==> src/rtl/membus_arbiter_pkg.sv <==
// Shared types and defaults for the instruction/data membus arbiter.
// Holds the response-routing tag carried through the in-order tag FIFO.
package membus_arbiter_pkg;

  localparam int unsigned XLEN                = 32;
  localparam int unsigned ILEN                = 32;
  localparam int unsigned MEMBUS_DATA_WIDTH   = 64;
  localparam int unsigned ARB_MAX_OUTSTANDING = 2;
  localparam int unsigned ARB_STARVE_LIMIT    = 4;

  typedef struct packed {
    logic is_i;
    logic lane_hi;
  } arb_tag_t;

  // Bits needed to hold any value in 0..max_val (at least one bit).
  function automatic int unsigned width_for(int unsigned max_val);
    return (max_val < 2) ? 1 : $clog2(max_val + 1);
  endfunction

endpackage

==> src/rtl/membus_arbiter_if.sv <==
// Simple valid/ready memory bus with in-order rvalid responses.
// Fetch ports instantiate it with DATA_WIDTH set to the instruction width.
interface membus_arbiter_if import membus_arbiter_pkg::*; #(
  parameter int unsigned ADDR_WIDTH = XLEN,
  parameter int unsigned DATA_WIDTH = MEMBUS_DATA_WIDTH
);
  logic                      valid;
  logic                      ready;
  logic [ADDR_WIDTH-1:0]     addr;
  logic                      wen;
  logic [DATA_WIDTH-1:0]     wdata;
  logic [DATA_WIDTH/8-1:0]   wmask;
  logic                      rvalid;
  logic [DATA_WIDTH-1:0]     rdata;

  modport master (
    output valid, addr, wen, wdata, wmask,
    input  ready, rvalid, rdata
  );

  modport slave (
    input  valid, addr, wen, wdata, wmask,
    output ready, rvalid, rdata
  );
endinterface

==> src/rtl/membus_arbiter_tag_fifo.sv <==
// In-order FIFO of response-routing tags; one entry per issued request.
// The caller never pushes while full or pops while empty.
module membus_arbiter_tag_fifo import membus_arbiter_pkg::*; #(
  parameter int unsigned Depth = ARB_MAX_OUTSTANDING
) (
  input  logic                         clk,
  input  logic                         rst,
  input  logic                         push,
  input  arb_tag_t                     push_tag,
  input  logic                         pop,
  output arb_tag_t                     head,
  output logic [width_for(Depth)-1:0]  count,
  output logic                         full,
  output logic                         empty
);
  localparam int unsigned PtrW = width_for(Depth - 1);
  localparam int unsigned CntW = width_for(Depth);

  arb_tag_t            mem_q [Depth];
  logic [PtrW-1:0]     wr_ptr_q;
  logic [PtrW-1:0]     rd_ptr_q;
  logic [CntW-1:0]     count_q;

  function automatic logic [PtrW-1:0] next_ptr(logic [PtrW-1:0] ptr);
    return (ptr == PtrW'(Depth - 1)) ? '0 : ptr + PtrW'(1);
  endfunction

  always_ff @(posedge clk) begin
    if (push) begin
      mem_q[wr_ptr_q] <= push_tag;
    end
  end

  always_ff @(posedge clk) begin
    if (rst) begin
      wr_ptr_q <= '0;
      rd_ptr_q <= '0;
      count_q  <= '0;
    end else begin
      if (push) wr_ptr_q <= next_ptr(wr_ptr_q);
      if (pop)  rd_ptr_q <= next_ptr(rd_ptr_q);
      if (push && !pop) begin
        count_q <= count_q + CntW'(1);
      end else if (pop && !push) begin
        count_q <= count_q - CntW'(1);
      end
    end
  end

  assign head  = mem_q[rd_ptr_q];
  assign count = count_q;
  assign full  = (count_q == CntW'(Depth));
  assign empty = (count_q == '0);

endmodule

==> src/rtl/membus_arbiter.sv <==
// Arbitrates fetch and data masters onto one MMIO port with data priority,
// bounded fetch starvation, and in-order response routing via a tag FIFO.
module membus_arbiter import membus_arbiter_pkg::*; #(
  parameter int unsigned ADDR_WIDTH      = XLEN,
  parameter int unsigned DATA_WIDTH      = MEMBUS_DATA_WIDTH,
  parameter int unsigned IDATA_WIDTH     = ILEN,
  parameter int unsigned MAX_OUTSTANDING = ARB_MAX_OUTSTANDING,
  parameter int unsigned STARVE_LIMIT    = ARB_STARVE_LIMIT
) (
  input  logic                    clk,
  input  logic                    rst,
  membus_arbiter_if.slave         i_membus,
  membus_arbiter_if.slave         d_membus,
  membus_arbiter_if.master        mmio_membus,
  output logic                    err_unexpected_rsp
);
  localparam int unsigned CntW = width_for(MAX_OUTSTANDING);
  localparam int unsigned StW  = width_for(STARVE_LIMIT);

  logic            sel_i;
  logic            full;
  logic            empty;
  logic            issue;
  logic            pop;
  arb_tag_t        push_tag;
  arb_tag_t        head;
  logic [CntW-1:0] tag_count;
  logic [StW-1:0]  starve_q;
  logic            err_q;
  logic            unused_fetch_wr;
  logic            unused_count;

  // Data wins unless fetch has been denied STARVE_LIMIT cycles in a row.
  assign sel_i = i_membus.valid & ~(d_membus.valid & (starve_q < StW'(STARVE_LIMIT)));

  assign mmio_membus.valid = (i_membus.valid | d_membus.valid) & ~full;
  assign i_membus.ready    = sel_i & mmio_membus.ready & ~full;
  assign d_membus.ready    = ~sel_i & d_membus.valid & mmio_membus.ready & ~full;

  always_comb begin
    mmio_membus.addr  = '0;
    mmio_membus.wen   = 1'b0;
    mmio_membus.wdata = '0;
    mmio_membus.wmask = '0;
    if (sel_i) begin
      mmio_membus.addr = i_membus.addr;
    end else if (d_membus.valid) begin
      mmio_membus.addr  = d_membus.addr;
      mmio_membus.wen   = d_membus.wen;
      mmio_membus.wdata = d_membus.wdata;
      mmio_membus.wmask = d_membus.wmask;
    end
  end

  assign issue    = mmio_membus.valid & mmio_membus.ready;
  assign push_tag = '{is_i: sel_i, lane_hi: sel_i & i_membus.addr[2]};
  assign pop      = mmio_membus.rvalid & ~empty;

  membus_arbiter_tag_fifo #(
    .Depth    (MAX_OUTSTANDING)
  ) u_tag_fifo (
    .clk      (clk),
    .rst      (rst),
    .push     (issue),
    .push_tag (push_tag),
    .pop      (pop),
    .head     (head),
    .count    (tag_count),
    .full     (full),
    .empty    (empty)
  );

  always_comb begin
    i_membus.rvalid = pop & head.is_i;
    d_membus.rvalid = pop & ~head.is_i;
    i_membus.rdata  = '0;
    d_membus.rdata  = '0;
    if (i_membus.rvalid) begin
      i_membus.rdata = head.lane_hi ? mmio_membus.rdata[2*IDATA_WIDTH-1:IDATA_WIDTH]
                                    : mmio_membus.rdata[IDATA_WIDTH-1:0];
    end
    if (d_membus.rvalid) begin
      d_membus.rdata = mmio_membus.rdata;
    end
  end

  always_ff @(posedge clk) begin
    if (rst) begin
      starve_q <= '0;
      err_q    <= 1'b0;
    end else begin
      if (mmio_membus.rvalid && empty) err_q <= 1'b1;
      if (!i_membus.valid || (sel_i && issue)) begin
        starve_q <= '0;
      end else if (starve_q < StW'(STARVE_LIMIT)) begin
        starve_q <= starve_q + StW'(1);
      end
    end
  end

  assign err_unexpected_rsp = err_q;

  // Fetch is read-only; its write fields exist only because the bus type is shared.
  assign unused_fetch_wr = ^{i_membus.wen, i_membus.wdata, i_membus.wmask};
  assign unused_count    = ^tag_count;

endmodule

==> src/flat_wrapper.sv <==
// flat-port wrapper written by rule: the top's interface ports become plain ports
module membus_arbiter_flat import membus_arbiter_pkg::*;
#(
  parameter int unsigned ADDR_WIDTH      = XLEN,
  parameter int unsigned DATA_WIDTH      = MEMBUS_DATA_WIDTH,
  parameter int unsigned IDATA_WIDTH     = ILEN,
  parameter int unsigned MAX_OUTSTANDING = ARB_MAX_OUTSTANDING,
  parameter int unsigned STARVE_LIMIT    = ARB_STARVE_LIMIT
)
  (clk, rst, err_unexpected_rsp, i_membus_valid, i_membus_addr, i_membus_wen, i_membus_wdata, i_membus_wmask, i_membus_ready, i_membus_rvalid, i_membus_rdata, d_membus_valid, d_membus_addr, d_membus_wen, d_membus_wdata, d_membus_wmask, d_membus_ready, d_membus_rvalid, d_membus_rdata, mmio_membus_valid, mmio_membus_addr, mmio_membus_wen, mmio_membus_wdata, mmio_membus_wmask, mmio_membus_ready, mmio_membus_rvalid, mmio_membus_rdata);
  membus_arbiter_if #(.ADDR_WIDTH(ADDR_WIDTH), .DATA_WIDTH(DATA_WIDTH)) i_membus_i ();
  membus_arbiter_if #(.ADDR_WIDTH(ADDR_WIDTH), .DATA_WIDTH(DATA_WIDTH)) d_membus_i ();
  membus_arbiter_if #(.ADDR_WIDTH(ADDR_WIDTH), .DATA_WIDTH(DATA_WIDTH)) mmio_membus_i ();
  input  logic clk;
  input  logic rst;
  output logic err_unexpected_rsp;
  input wire logic [$bits(i_membus_i.valid)-1:0] i_membus_valid;
  input wire logic [$bits(i_membus_i.addr)-1:0] i_membus_addr;
  input wire logic [$bits(i_membus_i.wen)-1:0] i_membus_wen;
  input wire logic [$bits(i_membus_i.wdata)-1:0] i_membus_wdata;
  input wire logic [$bits(i_membus_i.wmask)-1:0] i_membus_wmask;
  output wire logic [$bits(i_membus_i.ready)-1:0] i_membus_ready;
  output wire logic [$bits(i_membus_i.rvalid)-1:0] i_membus_rvalid;
  output wire logic [$bits(i_membus_i.rdata)-1:0] i_membus_rdata;
  input wire logic [$bits(d_membus_i.valid)-1:0] d_membus_valid;
  input wire logic [$bits(d_membus_i.addr)-1:0] d_membus_addr;
  input wire logic [$bits(d_membus_i.wen)-1:0] d_membus_wen;
  input wire logic [$bits(d_membus_i.wdata)-1:0] d_membus_wdata;
  input wire logic [$bits(d_membus_i.wmask)-1:0] d_membus_wmask;
  output wire logic [$bits(d_membus_i.ready)-1:0] d_membus_ready;
  output wire logic [$bits(d_membus_i.rvalid)-1:0] d_membus_rvalid;
  output wire logic [$bits(d_membus_i.rdata)-1:0] d_membus_rdata;
  output wire logic [$bits(mmio_membus_i.valid)-1:0] mmio_membus_valid;
  output wire logic [$bits(mmio_membus_i.addr)-1:0] mmio_membus_addr;
  output wire logic [$bits(mmio_membus_i.wen)-1:0] mmio_membus_wen;
  output wire logic [$bits(mmio_membus_i.wdata)-1:0] mmio_membus_wdata;
  output wire logic [$bits(mmio_membus_i.wmask)-1:0] mmio_membus_wmask;
  input wire logic [$bits(mmio_membus_i.ready)-1:0] mmio_membus_ready;
  input wire logic [$bits(mmio_membus_i.rvalid)-1:0] mmio_membus_rvalid;
  input wire logic [$bits(mmio_membus_i.rdata)-1:0] mmio_membus_rdata;
  assign i_membus_i.valid = i_membus_valid;
  assign i_membus_i.addr = i_membus_addr;
  assign i_membus_i.wen = i_membus_wen;
  assign i_membus_i.wdata = i_membus_wdata;
  assign i_membus_i.wmask = i_membus_wmask;
  assign i_membus_ready = i_membus_i.ready;
  assign i_membus_rvalid = i_membus_i.rvalid;
  assign i_membus_rdata = i_membus_i.rdata;
  assign d_membus_i.valid = d_membus_valid;
  assign d_membus_i.addr = d_membus_addr;
  assign d_membus_i.wen = d_membus_wen;
  assign d_membus_i.wdata = d_membus_wdata;
  assign d_membus_i.wmask = d_membus_wmask;
  assign d_membus_ready = d_membus_i.ready;
  assign d_membus_rvalid = d_membus_i.rvalid;
  assign d_membus_rdata = d_membus_i.rdata;
  assign mmio_membus_valid = mmio_membus_i.valid;
  assign mmio_membus_addr = mmio_membus_i.addr;
  assign mmio_membus_wen = mmio_membus_i.wen;
  assign mmio_membus_wdata = mmio_membus_i.wdata;
  assign mmio_membus_wmask = mmio_membus_i.wmask;
  assign mmio_membus_i.ready = mmio_membus_ready;
  assign mmio_membus_i.rvalid = mmio_membus_rvalid;
  assign mmio_membus_i.rdata = mmio_membus_rdata;
  membus_arbiter #(.ADDR_WIDTH(ADDR_WIDTH), .DATA_WIDTH(DATA_WIDTH), .IDATA_WIDTH(IDATA_WIDTH), .MAX_OUTSTANDING(MAX_OUTSTANDING), .STARVE_LIMIT(STARVE_LIMIT)) u_core (.clk(clk), .rst(rst), .i_membus(i_membus_i), .d_membus(d_membus_i), .mmio_membus(mmio_membus_i), .err_unexpected_rsp(err_unexpected_rsp));
endmodule
==> config.mk <==
export PLATFORM = sky130hd
export DESIGN_NAME = membus_arbiter_flat
export DESIGN_NICKNAME = d
export VERILOG_FILES = /design/src/rtl/membus_arbiter_pkg.sv /design/src/rtl/membus_arbiter_if.sv /design/src/rtl/membus_arbiter_tag_fifo.sv /design/src/rtl/membus_arbiter.sv /design/src/flat_wrapper.sv
export SDC_FILE = /design/constraint.sdc
export NUM_CORES = 1
export LEC_CHECK = 0
export BUFFER_PORTS_ARGS = -buffer_cell sky130_fd_sc_hd__buf_2
export CORE_AREA = 4 4 200 202
export CTS_CLUSTER_DIAMETER = 50
export DETAILED_ROUTE_END_ITERATION = 8
export DIE_AREA = 0 0 204 206
export HOLD_SLACK_MARGIN = 0.15
export PLACE_DENSITY_LB_ADDON = 0.12
export SLEW_MARGIN = 40
export SYNTH_ARGS = -nofsm -noshare
export SYNTH_HDL_FRONTEND = slang
export SYNTH_SLANG_ARGS = --single-unit
==> constraint.sdc <==
create_clock -name clk -period 2.5 [get_ports clk]
set_input_delay 0.125 -clock clk [delete_from_list [all_inputs] [get_ports clk]]
set_output_delay 0.125 -clock clk [all_outputs]
set_load 0.01 [all_outputs]
# Word level (Yosys, flattened, before mapping)
# Memories as Yosys holds them, arrays and structs flattened. A register that Yosys moved wholly into a read port is not among the register bits.
# Index checks and enable logic that the tools add are counted.
dict set report word_totals {
  regBits 8
  ram_bits 4
  inputBits 280
  output_inout_bits 239
  wordCells 62
  memories 1
}
# name words width read_ports rd_clocked_by_memory_dff wr line
set mem_list {}
lappend mem_list {u_core.u_tag_fifo.mem_q 2 2 1 1 1 membus_arbiter_tag_fifo.sv:19} ;# arb_tag_t mem_q [Depth];
dict set report classes {
  n_addsub 5
  order_cmp 1
  eq_ne 1
  muxes 19
  n_bitwise 19
  reduce_logical 11
}
# operator n
set op_table {}
lappend op_table {{$mux W64} 4}
lappend op_table {{$mux W32} 3}
lappend op_table {{$mux W8} 2}
lappend op_table {{$and A1 B1 Y1} 13}
lappend op_table {{$mux W1} 8}
lappend op_table {{$not A1 Y1} 5}
lappend op_table {{$logic_and A1 B1 Y1} 4}
lappend op_table {{$mux W2} 2}
lappend op_table {{$add A3 B1 Y3 const B} 1}
lappend op_table {{$logic_not A1 Y1} 3}
lappend op_table {{$lt A3 B3 Y1 const B} 1}
lappend op_table {{$add A1 B1 Y1 const B} 2}
lappend op_table {{$add A2 B1 Y2 const B} 1}
lappend op_table {{$eq A2 B2 Y1 const B} 1}
lappend op_table {{$logic_not A2 Y1} 1}
lappend op_table {{$reduce_bool A2 Y1} 1}
lappend op_table {{$reduce_or A2 Y1} 1}
lappend op_table {{$sub A2 B1 Y2 const B} 1}
lappend op_table {{$logic_or A1 B1 Y1} 1}
lappend op_table {{$or A1 B1 Y1} 1}

# Logic depth before layout (Yosys ltp)
dict set report depth {
  word_depth 8
  ltp_mapped 7
  mapped_depth_nobuf 7
}

# Cells and area by module
# From an unflattened synthesis, not the netlist that was laid out.
dict set report hier_totals {
  hier_cells 355
  area_unflattened_um2 2673.8
}
# module n_inst cells_each area_per_inst_um2 seq_area_each_um2
set by_module_without_submodules {}
lappend by_module_without_submodules {membus_arbiter 1 327 2323.5 80.1}
lappend by_module_without_submodules {membus_arbiter_tag_fifo 1 28 350.3 220.2}

# Least setup slack after synthesis
# OpenSTA, ideal clock, no wires.
dict set report synth_path {
  path_kind {register to register}
  from {reg u_core.u_tag_fifo.count_q[0], in the netlist u_core.u_tag_fifo.count[0]}
  to {reg u_core.u_tag_fifo.count_q[1], in the netlist u_core.u_tag_fifo.count[1]}
  setup_ns 0.070
  arrival_time_ns 1.420
  setup_slack_ns 1.011
  path_stages_with_launch 7
  path_cell_list {dfxtp_1 > nand2b_1 > nand2_1 > nor2_1 > ha_1 > or3_1 > a21oi_1}
}
dict set report synth_between {
  elab_chain_cells 7
  word_cells_on_any_way 16
  cone_classes {add/sub: 2; eq/ne: 1; mux: 2; bitwise: 5; reduce/logical: 6}
}
# item line
set synth_rtl {}
lappend synth_rtl {{start, declared} membus_arbiter_tag_fifo.sv:22} ;# logic [CntW-1:0] count_q;
lappend synth_rtl {{start signal, assigned} membus_arbiter_tag_fifo.sv:43} ;# count_q <= count_q + CntW'(1);
lappend synth_rtl {{start signal, assigned} membus_arbiter_tag_fifo.sv:45} ;# count_q <= count_q - CntW'(1);
lappend synth_rtl {{$eq A2 B2 Y1} membus_arbiter_tag_fifo.sv:52} ;# assign full = (count_q == CntW'(Depth));
lappend synth_rtl {{$not A1 Y1} membus_arbiter.sv:36} ;# assign mmio_membus.valid = (i_membus.valid | d_membus.valid) & ~full;
lappend synth_rtl {{$and A1 B1 Y1} membus_arbiter.sv:36}
lappend synth_rtl {{$and A1 B1 Y1} membus_arbiter.sv:55} ;# assign issue = mmio_membus.valid & mmio_membus.ready;
lappend synth_rtl {{$logic_not A1 Y1} membus_arbiter_tag_fifo.sv:44} ;# end else if (pop && !push) begin
lappend synth_rtl {{$logic_and A1 B1 Y1} membus_arbiter_tag_fifo.sv:44}
lappend synth_rtl {{$reduce_bool A2 Y1 (no source line)} n/a}
# Several ways; a longest one is shown, not always the timed one. The select of a mux whose other input is x is not followed.
# A chain may end at the register's enable or synchronous reset.

==> impl_metrics.yaml <==
status:
  run_status: "completed"
power_and_ir_drop:
  peakVddDrop_v: 0.000188
  cellPowerDensity_nw_per_um2: 405
  p_leak_nw: 3.02
global_routing:
  use_met1_pct: 7.36
  grt_usage_pct: 8.15
  global_route.usage.met3_pct: 3.55
  grt-ovfl-total: 0
  top_usage_layer: "met2"
  grt_use_met2_pct: 16.4
  grt_first_pass_wirelength_mm: 25.5
  grt_max_degree: 71
  grt_pass1_vias: 3873
  antenna_found_initial: 16
timing:
  post-route-min-period_ps: 2030
  clock_skew_ps: 1.40
  whs_ps: 155
  relSlewSlack_pct: 65.1
  post-route-period-util_pct: 81.1
  hold_viol_final: 0
  slew_viol_final: 0
  setup_violations: 0
  worst_pin_slew_ps: 516
  rsz0062_at_grt: "no"
  tns_ps: 0
  fmax_ghz: 0.493
die:
  fp.dieH_microns: 206
  num_rows: 72
  die_w_microns: 204
  ioPinCount: 519
  fp.dieArea_sq_um: 42000
  initial_utilization_pct: 6.71
  coreArea_sq_um: 38300
layout:
  multiInputGateArea_sq_um: 1980
  stdcell_count: 1311
  fillers: 4530
  nNetsFinal: 1068
  register_area_sq_um: 300
  final_util_pct: 13.7
  drive_gt1_share_pct: 55.3
  area_delta_synth_final_pct: 104
  final_area_sq_um: 5240
clock_tree:
  cts.hold.buffers_added: 1
  cts_resized: 0
  numClockSinks: 13
  cts_setup_buffers: 0
  cts_tree: "built"
  clk_latency_ps: 240
  h-tree-depth: 1
  cts_buffer_depth: 2
  cts.clk_slew.worst_paths_ps: 40
  cts_buffers: 3
  cts-root-buf: "clkbuf_16"
detailed_routing:
  ant_nets: 0
  wl_per_cell_microns: 15.1
  vias_per_cell: 3.13
  first_iter_violations: 121
  wirelength_mm: 19.7
  firstDrtPassIters: 4
  drc: 0
  via_count: 4099
place:
  dp_hpwl_mm: 17.8
  portBuffers: 413
  routabilityCongestion: 0.829
  place_inst: 1298
  post_dp_cell_area_sq_um: 5130
hold_path:
  hp-start: "rst"
  hold_path_depth: 2
  holdPathEnd: "u_core.u_tag_fifo.count[1]"
  hold_path_class: "input pin to flop"
synth:
  netlist_instances: 390
  synth_top_cell_by_area: "and2_1"
  syn_area_per_cell_sq_um: 6.59
  netlist_area_sq_um: 2570
  ys_top_cells_by_area: "and2_1 (34%), a22o_1 (11%), buf_4 (9.6%)"
  yosysWarningCount: 0
  ys_ff_latch: 13
  ys.flop_type: "dfxtp_1"
  synthArstFlopShare_pct: 0
  synth_edf_count: 4
  synthDistinctLibCells: 30
  synth_common_cells: "and2_1 (138), nand2_1 (65), a21oi_1 (35)"
  ys_seq_area_share_pct: 11.7
  synth.top_cell.area_share_pct: 33.6
  yosysMostFrequentCell: "and2_1"
worst_setup_path:
  r2r-start: "u_core.u_tag_fifo.count[0]"
  worstSetupStartpointType: "flop"
  cp-end-kind: "primary output"
  cp.arrival_ps: 1900
  path_class: "flop to primary output"
  r2r-end: "u_core.u_tag_fifo.count[1]"
  crit_required_ps: 2380
  reg2reg_slack_ps: 840
  worst_r2r_path_depth: 6
  cp_max_fo: 25
job:
  drv_cap: 0
-- worst max path at each step --
stage,start,end,depth (start not counted)
3_5_place_dp,flop,d_membus_rdata[35],5
5_1_grt,flop,d_membus_rdata[35],5
6_report,flop,d_membus_rdata[35],5
2_1_floorplan,u_core.u_tag_fifo.count[0],u_core.u_tag_fifo.count[1],6
3_3_place_gp,flop,i_membus_rdata[27],5
4_1_cts,flop,d_membus_rdata[35],5
-- state kept, by name (all words and copies together) (netlist names), named ones only --
signal / count
u_core.u_tag_fifo.mem_q: 4
u_core.starve_q: 3
u_core.u_tag_fifo.count: 2
u_core.err_unexpected_rsp: 1
u_core.u_tag_fifo.rd_ptr_q: 1
u_core.u_tag_fifo.wr_ptr_q: 1
-- power breakdown --
part	leakage, nW	switching, mW	internal [mW]
sequential	0.112	0.0477	0.263
combinational	2.87	0.860	0.655
clock	0.0382	0.0815	0.214
total	3.02	0.989	1.13
-- layout by cell type (no fill, tap or decap), types with 2 or more instances in the layout --
master	netlist	layout
buf_2	16	413
and2_1	138	138
nand2_1	65	65
a21oi_1	35	35
a22o_1	32	32
conb_1	1	32
nor2_1	13	12
dfxtp_1	9	9
diode_2	0	8
buf_4	33	6
inv_1	4	4
xor2_1	4	4
buf_12	0	4
edfxtp_1	4	4
clkbuf_16	0	3
nor2b_1	3	2
and3_1	2	2
ha_1	2	2
-- metal layers --
layer | share of wire [%] | vias up
li1 | - | 2003
met1 | 31 | 1766
met2 | 53 | 286
met3 | 13 | 28
met4 | 2.7 | 16
met5 | 0.54 | -
-- through the flow --
step / total power [mW] / setup slack [ps]
global route: 2.32 / 302
global placement: 1.92 / 610
detailed placement: 1.89 / 624
finish: 2.12 / 473
floorplan: 1.18 / 1010
CTS: 2.20 / 368
-- logic make-up (layout without fill, tap and decap cells) --
| family | count (synthesis) | count (layout) | share of synthesized area, % |
|---|---|---|---|
| other cells | 1 | 40 | 0.146 |
| xor+xnor | 4 | 4 | 1.36 |
| mux | 4 | 4 | 1.80 |
| buf+inv | 68 | 432 | 17.2 |
| fa+ha+maj | 2 | 2 | 0.974 |
| simple gates | 226 | 226 | 47.5 |
| flops | 13 | 13 | 11.7 |
| compound gates | 72 | 72 | 19.3 |
-- final cells by class --
class	instances	area share, %
Timing Repair Buffer	424	42.0
Inverter	4	0.286
Sequential cell	13	5.73
Multi-Input combinational cell	340	37.7
Antenna cell	8	0.382
Tap cell	518	12.4
Clock buffer	4	1.50
-- worst max-delay path: stages, from the launching register on --
cell	delay, ps
dfxtp_1	430
mux2_4	350
nor2_4	380
buf_12	210
and2_1	150
buf_2	140
Note: power is estimated with default switching activity, not from simulation.
